File: config.mk
export PLATFORM = sky130hd
export DESIGN_NAME = alu_arbiter
export DESIGN_NICKNAME = d
export VERILOG_FILES = /design/src/rtl/alu_arbiter.sv
export SDC_FILE = /design/constraint.sdc
export NUM_CORES = 1
export LEC_CHECK = 0
export BUFFER_PORTS_ARGS = -buffer_cell sky130_fd_sc_hd__clkbuf_2
export CAP_MARGIN = 20
export CORE_MARGIN = 2
export CORE_UTILIZATION = 49
export DETAILED_ROUTE_END_ITERATION = 7
export PLACE_DENSITY = 0.85
export SETUP_SLACK_MARGIN = 0.02
export SLEW_MARGIN = 20
export SYNTH_ARGS = -nofsm -noshare
export SYNTH_HDL_FRONTEND = slang
export SYNTH_SLANG_ARGS = --single-unit
File: constraint.sdc
create_clock -name clk -period 2.7 [get_ports clk]
set_clock_uncertainty 0.15 [all_clocks]
set_input_delay 0 -clock clk [delete_from_list [all_inputs] [get_ports clk]]
set_output_delay 0 -clock clk [all_outputs]
set_load 0.03 [all_outputs]
File: src/rtl/alu_arbiter.sv
`timescale 1ns/1ps
// Two-requester front end for a single shared combinational ALU.
// One operation in flight: accept in IDLE, drive the ALU in EXEC, hold the response in RESP.
module alu_arbiter #(
  parameter int WIDTH = 32,
  parameter bit RR_EN = 1'b1
) (
  input  logic             clk,
  input  logic             rst_n,
  input  logic             req0_valid,
  output logic             req0_ready,
  input  logic [WIDTH-1:0] req0_a,
  input  logic [WIDTH-1:0] req0_b,
  input  logic [2:0]       req0_op,
  input  logic             req1_valid,
  output logic             req1_ready,
  input  logic [WIDTH-1:0] req1_a,
  input  logic [WIDTH-1:0] req1_b,
  input  logic [2:0]       req1_op,
  output logic [WIDTH-1:0] alu_src_a,
  output logic [WIDTH-1:0] alu_src_b,
  output logic [2:0]       alu_ctrl,
  input  logic [WIDTH-1:0] alu_result,
  output logic             rsp_valid,
  input  logic             rsp_ready,
  output logic             rsp_id,
  output logic [WIDTH-1:0] rsp_data,
  output logic             rsp_err,
  output logic [1:0]       dbg_state
);

  // Handshakes: a transfer happens on a rising edge where valid and ready are both high.
  // reqN_ready depends on reqN_valid; valid never depends on ready.
  typedef enum logic [1:0] {
    IDLE = 2'd0,
    EXEC = 2'd1,
    RESP = 2'd2
  } state_t;

  localparam logic [2:0] OP_MAX = 3'd4;

  state_t             state_q, state_d;
  logic               last_grant_q, last_grant_d;
  logic               id_q, id_d;
  logic               err_q, err_d;
  logic [WIDTH-1:0]   src_a_q, src_a_d;
  logic [WIDTH-1:0]   src_b_q, src_b_d;
  logic [2:0]         ctrl_q, ctrl_d;
  logic               rsp_valid_q, rsp_valid_d;
  logic               rsp_id_q, rsp_id_d;
  logic               rsp_err_q, rsp_err_d;
  logic [WIDTH-1:0]   rsp_data_q, rsp_data_d;

  logic               grant1;
  logic [WIDTH-1:0]   sel_a;
  logic [WIDTH-1:0]   sel_b;
  logic [2:0]         sel_op;
  logic               sel_legal;

  // On a tie, round-robin hands the grant to whoever did not win last time.
  always_comb begin
    grant1 = 1'b0;
    if (req1_valid && !req0_valid) begin
      grant1 = 1'b1;
    end else if (req0_valid && req1_valid && RR_EN && !last_grant_q) begin
      grant1 = 1'b1;
    end
  end

  assign req0_ready = rst_n && (state_q == IDLE) && req0_valid && !grant1;
  assign req1_ready = rst_n && (state_q == IDLE) && req1_valid && grant1;

  assign sel_a     = grant1 ? req1_a  : req0_a;
  assign sel_b     = grant1 ? req1_b  : req0_b;
  assign sel_op    = grant1 ? req1_op : req0_op;
  assign sel_legal = (sel_op <= OP_MAX);

  always_comb begin
    state_d      = state_q;
    last_grant_d = last_grant_q;
    id_d         = id_q;
    err_d        = err_q;
    src_a_d      = src_a_q;
    src_b_d      = src_b_q;
    ctrl_d       = ctrl_q;
    rsp_valid_d  = rsp_valid_q;
    rsp_id_d     = rsp_id_q;
    rsp_err_d    = rsp_err_q;
    rsp_data_d   = rsp_data_q;
    unique case (state_q)
      IDLE: begin
        if (req0_ready || req1_ready) begin
          state_d      = EXEC;
          last_grant_d = grant1;
          id_d         = grant1;
          err_d        = !sel_legal;
          // An illegal op never reaches the ALU; it only produces an error response.
          ctrl_d       = sel_legal ? sel_op : 3'd0;
          src_a_d      = sel_legal ? sel_a  : '0;
          src_b_d      = sel_legal ? sel_b  : '0;
        end
      end
      EXEC: begin
        state_d     = RESP;
        rsp_valid_d = 1'b1;
        rsp_id_d    = id_q;
        rsp_err_d   = err_q;
        rsp_data_d  = err_q ? '0 : alu_result;
        ctrl_d      = 3'd0;
        src_a_d     = '0;
        src_b_d     = '0;
      end
      RESP: begin
        if (rsp_ready) begin
          state_d     = IDLE;
          rsp_valid_d = 1'b0;
        end
      end
      default: begin
        state_d     = IDLE;
        rsp_valid_d = 1'b0;
        ctrl_d      = 3'd0;
        src_a_d     = '0;
        src_b_d     = '0;
      end
    endcase
  end

  always_ff @(posedge clk or negedge rst_n) begin
    if (!rst_n) begin
      state_q      <= IDLE;
      last_grant_q <= 1'b1;
      id_q         <= 1'b0;
      err_q        <= 1'b0;
      src_a_q      <= '0;
      src_b_q      <= '0;
      ctrl_q       <= 3'd0;
      rsp_valid_q  <= 1'b0;
      rsp_id_q     <= 1'b0;
      rsp_err_q    <= 1'b0;
      rsp_data_q   <= '0;
    end else begin
      state_q      <= state_d;
      last_grant_q <= last_grant_d;
      id_q         <= id_d;
      err_q        <= err_d;
      src_a_q      <= src_a_d;
      src_b_q      <= src_b_d;
      ctrl_q       <= ctrl_d;
      rsp_valid_q  <= rsp_valid_d;
      rsp_id_q     <= rsp_id_d;
      rsp_err_q    <= rsp_err_d;
      rsp_data_q   <= rsp_data_d;
    end
  end

  // ALU operand registers are nonzero only while in EXEC.
  assign alu_src_a = src_a_q;
  assign alu_src_b = src_b_q;
  assign alu_ctrl  = ctrl_q;
  assign rsp_valid = rsp_valid_q;
  assign rsp_id    = rsp_id_q;
  assign rsp_err   = rsp_err_q;
  assign rsp_data  = rsp_data_q;
  assign dbg_state = state_q;

endmodule

==> impl.org <==
** Synthesis
- In this run the mean area of a mapped cell was roughly 12 um2.
- Synthesis inferred roughly 110 register bits.
- Area fraction in compound gates after synthesis :: 21.46%
- Cell with the most instances after synthesis :: dfrtp_1
- Number of unique standard cell types used by synthesis :: 31
- In the synthesized netlist, the number of instances is around 480.
- After Yosys synthesis, full adders, half adders and majority gates account for 0% of the synthesized area.
- By area, the combinational part of the netlist is dominated by compound AO/OA/AOI/OAI gates.
- Synth Flop Type :: dfrtp_1
- The biggest area contributor in the post-synthesis netlist is dfrtp_1.
- The synthesized netlist devotes 7.715% of its cell area to simple gates.
- Sorting the synthesized cells by area gives the leading types as dfrtp_1 48%, o32ai_2 15%, mux2i_1 13%, inv_1 4.5%, nand2b_1 4.1%.
- Synth warn :: 0
- After Yosys synthesis, XOR and XNOR cells account for 0% of the synthesized area.
- Share of flip-flops with an asynchronous set or reset after synthesis :: 100.0%
- Counting flops with a built-in enable in the synthesized netlist gives 0.
- Syn Nets :: about 650
- Post-synth top cells :: 106 x dfrtp_1, 70 x mux2i_1, 66 x inv_1
- Of the post-synthesis cell area, the part taken by muxes is a little over an eighth.
- Total standard cell area after synthesis :: around 5500 um2
- Area share of the leading cell type in the synthesized netlist :: a little under 50%
- Seq/Total Area, Yosys :: approximately 49%

** Worst setup path
- Critical-path maximum fanout :: 68
- The worst setup path is launched from a register.
- Worst endpoint required time :: ~2800 ps
- The slowest stage of the critical path is the dlygate4sd3_1 cell.
- Critical path, cell by cell :: a21boi_4 > buf_12 > mux2i_1 > dlygate4sd3_1 > o32ai_2
- Critical Path Max Stage Delay :: 620 ps
- Buffers and inverters on the worst path :: 2
- For the worst setup path, the data arrival time is 2510 ps.
- Among cell families on the critical path, the largest total delay comes from buffers and inverters.
- The worst setup path is captured at a register.
- Kind of critical path :: reg2reg

** Power and ir drop
- IR analysis of the VDD net gives a maximum drop of between 0.4 and 0.5 mV.
- Net Sw Power :: around 3200 uW
- Leakage power total :: approximately 0.0044 uW
- Ratio of total power to cell area :: slightly above 800 nW/um2
- Registers are responsible for around a third of the overall power.
- Clock group share of total power :: between 15 and 20%
- Of the total power, the share spent switching nets is 44.74%.
- The internal portion of the total power is about 4000 uW.
- Combinational group share of total power :: between 40 and 50%

** Hold path
- The path class of the tightest hold or removal check is in2reg.

** Placement
- The congestion estimate from routability-driven global placement came to roughly 0.87.
- Summed over all nets, the half-perimeter wirelength after detailed placement is between 10,000 and 15,000 um.
- Pre-CTS WS :: roughly 770 ps
- Buffers placed on the I/O ports in this run total 276.
- After detailed placement, the total cell area comes to slightly below 7000 um2.
- Total placed cells including tap cells :: around 860

** Detailed routing
- In this run the remaining antenna-violating nets after routing total 0.
- Total length of routed wires :: slightly below 20,000 um
- The detailed router placed ~5,500 vias in this run.
- DRC violation total after the first TritonRoute iteration :: about 320
- Detailed-route DRC error count :: 0
- Number of iterations in the first detailed-routing pass :: 7
- Average routed wire per standard cell :: about 19 um
- Vias per cell :: approximately 5.3

** Timing
- Transition time at the pin with the least slew margin :: about 850 ps
- Relative slew slack :: 43.25%
- Final-report setup violation count :: 0
- Subtracting the final worst setup slack from the clock period gives between 2000 and 2500 ps.
- The number of pins exceeding their max-slew limit in the final report came to 0.
- In the post-route analysis, the smallest setup slack over all paths is between 200 and 300 ps.
- The count of final hold-check violations is 0.
- After routing, the total negative slack on setup checks comes to 0 ps.
- Share of the clock period used by the worst path :: roughly nine tenths
- Based on the critical path, the design can be clocked at up to about 400 MHz.
- RSZ-0062 raised after global routing :: no

** Floorplan
- For this configuration, the core starts out at a cell density of between 50% and 60%.
- Placeable Area :: roughly 11,000 um2
- Vertical extent of the die :: approximately 110 um
- Number of placement rows :: 38
- Area of the die :: around 12,000 um2
- Number of primary I/O pins :: 277
- DIE WIDTH :: between 100 and 150 um

** Layout
- Excluding fillers, the count of instances in the completed layout stands at roughly 1,100.
- Area Growth Syn to Fin :: 62.38%
- Cell area after layout :: between 8000 and 9000 um2
- Share of layout cells above drive strength 1 :: between 30% and 40%
- The net count of the finished layout is about 1,100.
- Counting the fill cells in the layout gives 594.

** Clock network
- Clock latency on the worst-skew pair, taken at its later pin, is 360 ps.
- Once the clock tree was built, the setup fixing pass inserted 0 buffers.
- Count of hold-fix buffers inserted at cts :: 172
- The clock drives approximately 110 sinks.
- Clock slew seen by the registers of the worst setup and hold paths :: 100 ps
- Depth of the CTS H-tree :: 3
- Clock buffer count from CTS :: 9
- TritonCTS built the clock tree.
- Resized Gates After CTS :: 0
- Cell at the root of the clock tree :: clkbuf_8
- No sink is reached through more buffers than the 2 on the longest clock path.

** Global route
- Antenna violations before repair :: 1
- Pin count of the biggest net entering global routing :: 69
- The number of global-route vias before repair came to just under 6,000.
- Global routing used approximately 32% of the available tracks across all layers.
- The total overflow left after global routing is 0.
- The first global-routing pass estimated a little under 30,000 um of wire.

** Job
- Across the run, the number of max-cap violations was 0.

** Status
- The flow ran to the end, and the final reports show no timing, DRC or antenna violations.
==> area by class of cell <==
class / count / area [um2] / share of cell area, %
timing repair buffer: 457 / 3198 / 35.93
sequential: 107 / 2679 / 30.10
multi-input combinational: 262 / 2375 / 26.68
inverter: 67 / 251.5 / 2.825
tap: 140 / 175.2 / 1.968
clock buffer: 9 / 123.9 / 1.392
clock inverter: 7 / 96.34 / 1.082
antenna: 1 / 2.502 / 0.02811
==> cell families after synthesis <==
kind of cell,after synthesis
flip-flops,107
AO/OA/AOI/OAI,108
AND/OR/NAND/NOR,81
multiplexers,73
buffers and inverters,106
==> metal layers <==
layer | vias to the layer above | track usage [%] | wire length (um)
met1 | 2689 | 35.05 | 7133
met4 | 0 | 18.17 | 947
met5 | - | 0 | 0
li1 | 2511 | - | -
met2 | 252 | 58.69 | 10510
met3 | 74 | 6.639 | 1078
==> final timing paths <==
kind	cells after the start	to	startpoint	slack (ps)
worst min-delay path	4	dbg_state[0]$_DFFE_PN0P_	req1_valid	150
worst min register to register	1	id_q$_DFFE_PN0P_	id_q$_DFFE_PN0P_	330
worst max register to register	5	alu_src_a[24]$_DFFE_PN0P_	last_grant_q$_DFFE_PN1P_	260
max in group asynchronous	4	alu_src_a[17]$_DFFE_PN0P_	rst_n	1030
worst max-delay path	5	alu_src_a[24]$_DFFE_PN0P_	last_grant_q$_DFFE_PN1P_	260
min in group asynchronous	3	alu_ctrl[0]$_DFFE_PN0P_	rst_n	210
==> cells in the final DEF (no fill, tap or decap), drive strengths merged <==
cell type      n
clkinv         2
a21boi         1
o21a           1
and2           1
nor2b          4
o21bai         1
a31oi          1
diode          1
bufinv         2
nand2b        36
nand2         35
a21oi          2
a21o           1
dfstp          1
mux2           3
nor2           2
buf           10
clkbuf       284
o21ai         36
o22ai          1
dfrtp        106
mux2i         70
dlygate4sd3  172
nor3b          3
inv           70
o32ai         64
==> flip-flops by register name (all words and copies together) (netlist names) <==
name	cells
err_q	1
dbg_state	2
alu_src_b	32
rsp_id	1
last_grant_q	1
rsp_err	1
alu_src_a	32
id_q	1
rsp_valid	1
rsp_data	32
alu_ctrl	3
==> metrics by stage <==
stage	util, %	hold WS [ps]	power (uW)
2_1_floorplan	-	-445.6	4691
3_3_place_gp	63.89	43.68	5573
3_5_place_dp	63.89	52.31	5682
4_1_cts	81.73	120.9	7088
5_1_grt	81.75	175.5	7559
6_report	81.75	146.1	7222
==> power by group through the flow <==
stage                     clock (uW)  combinational (uW)  sequential [uW]
final                           1110                3600             2510
after CTS                       1110                3500             2480
after detailed placement           0                3180             2500
after global placement             0                3090             2480
after global routing            1190                3810             2560
after floorplan                    0                1280             3420
==> worst reg2reg max path: stages, from the launching register on <==
cell and delay (ps):
dfstp_2 410, a21boi_4 240, buf_12 430, mux2i_1 360, dlygate4sd3_1 620, o32ai_2 90
(Power assumes the default switching activity.)
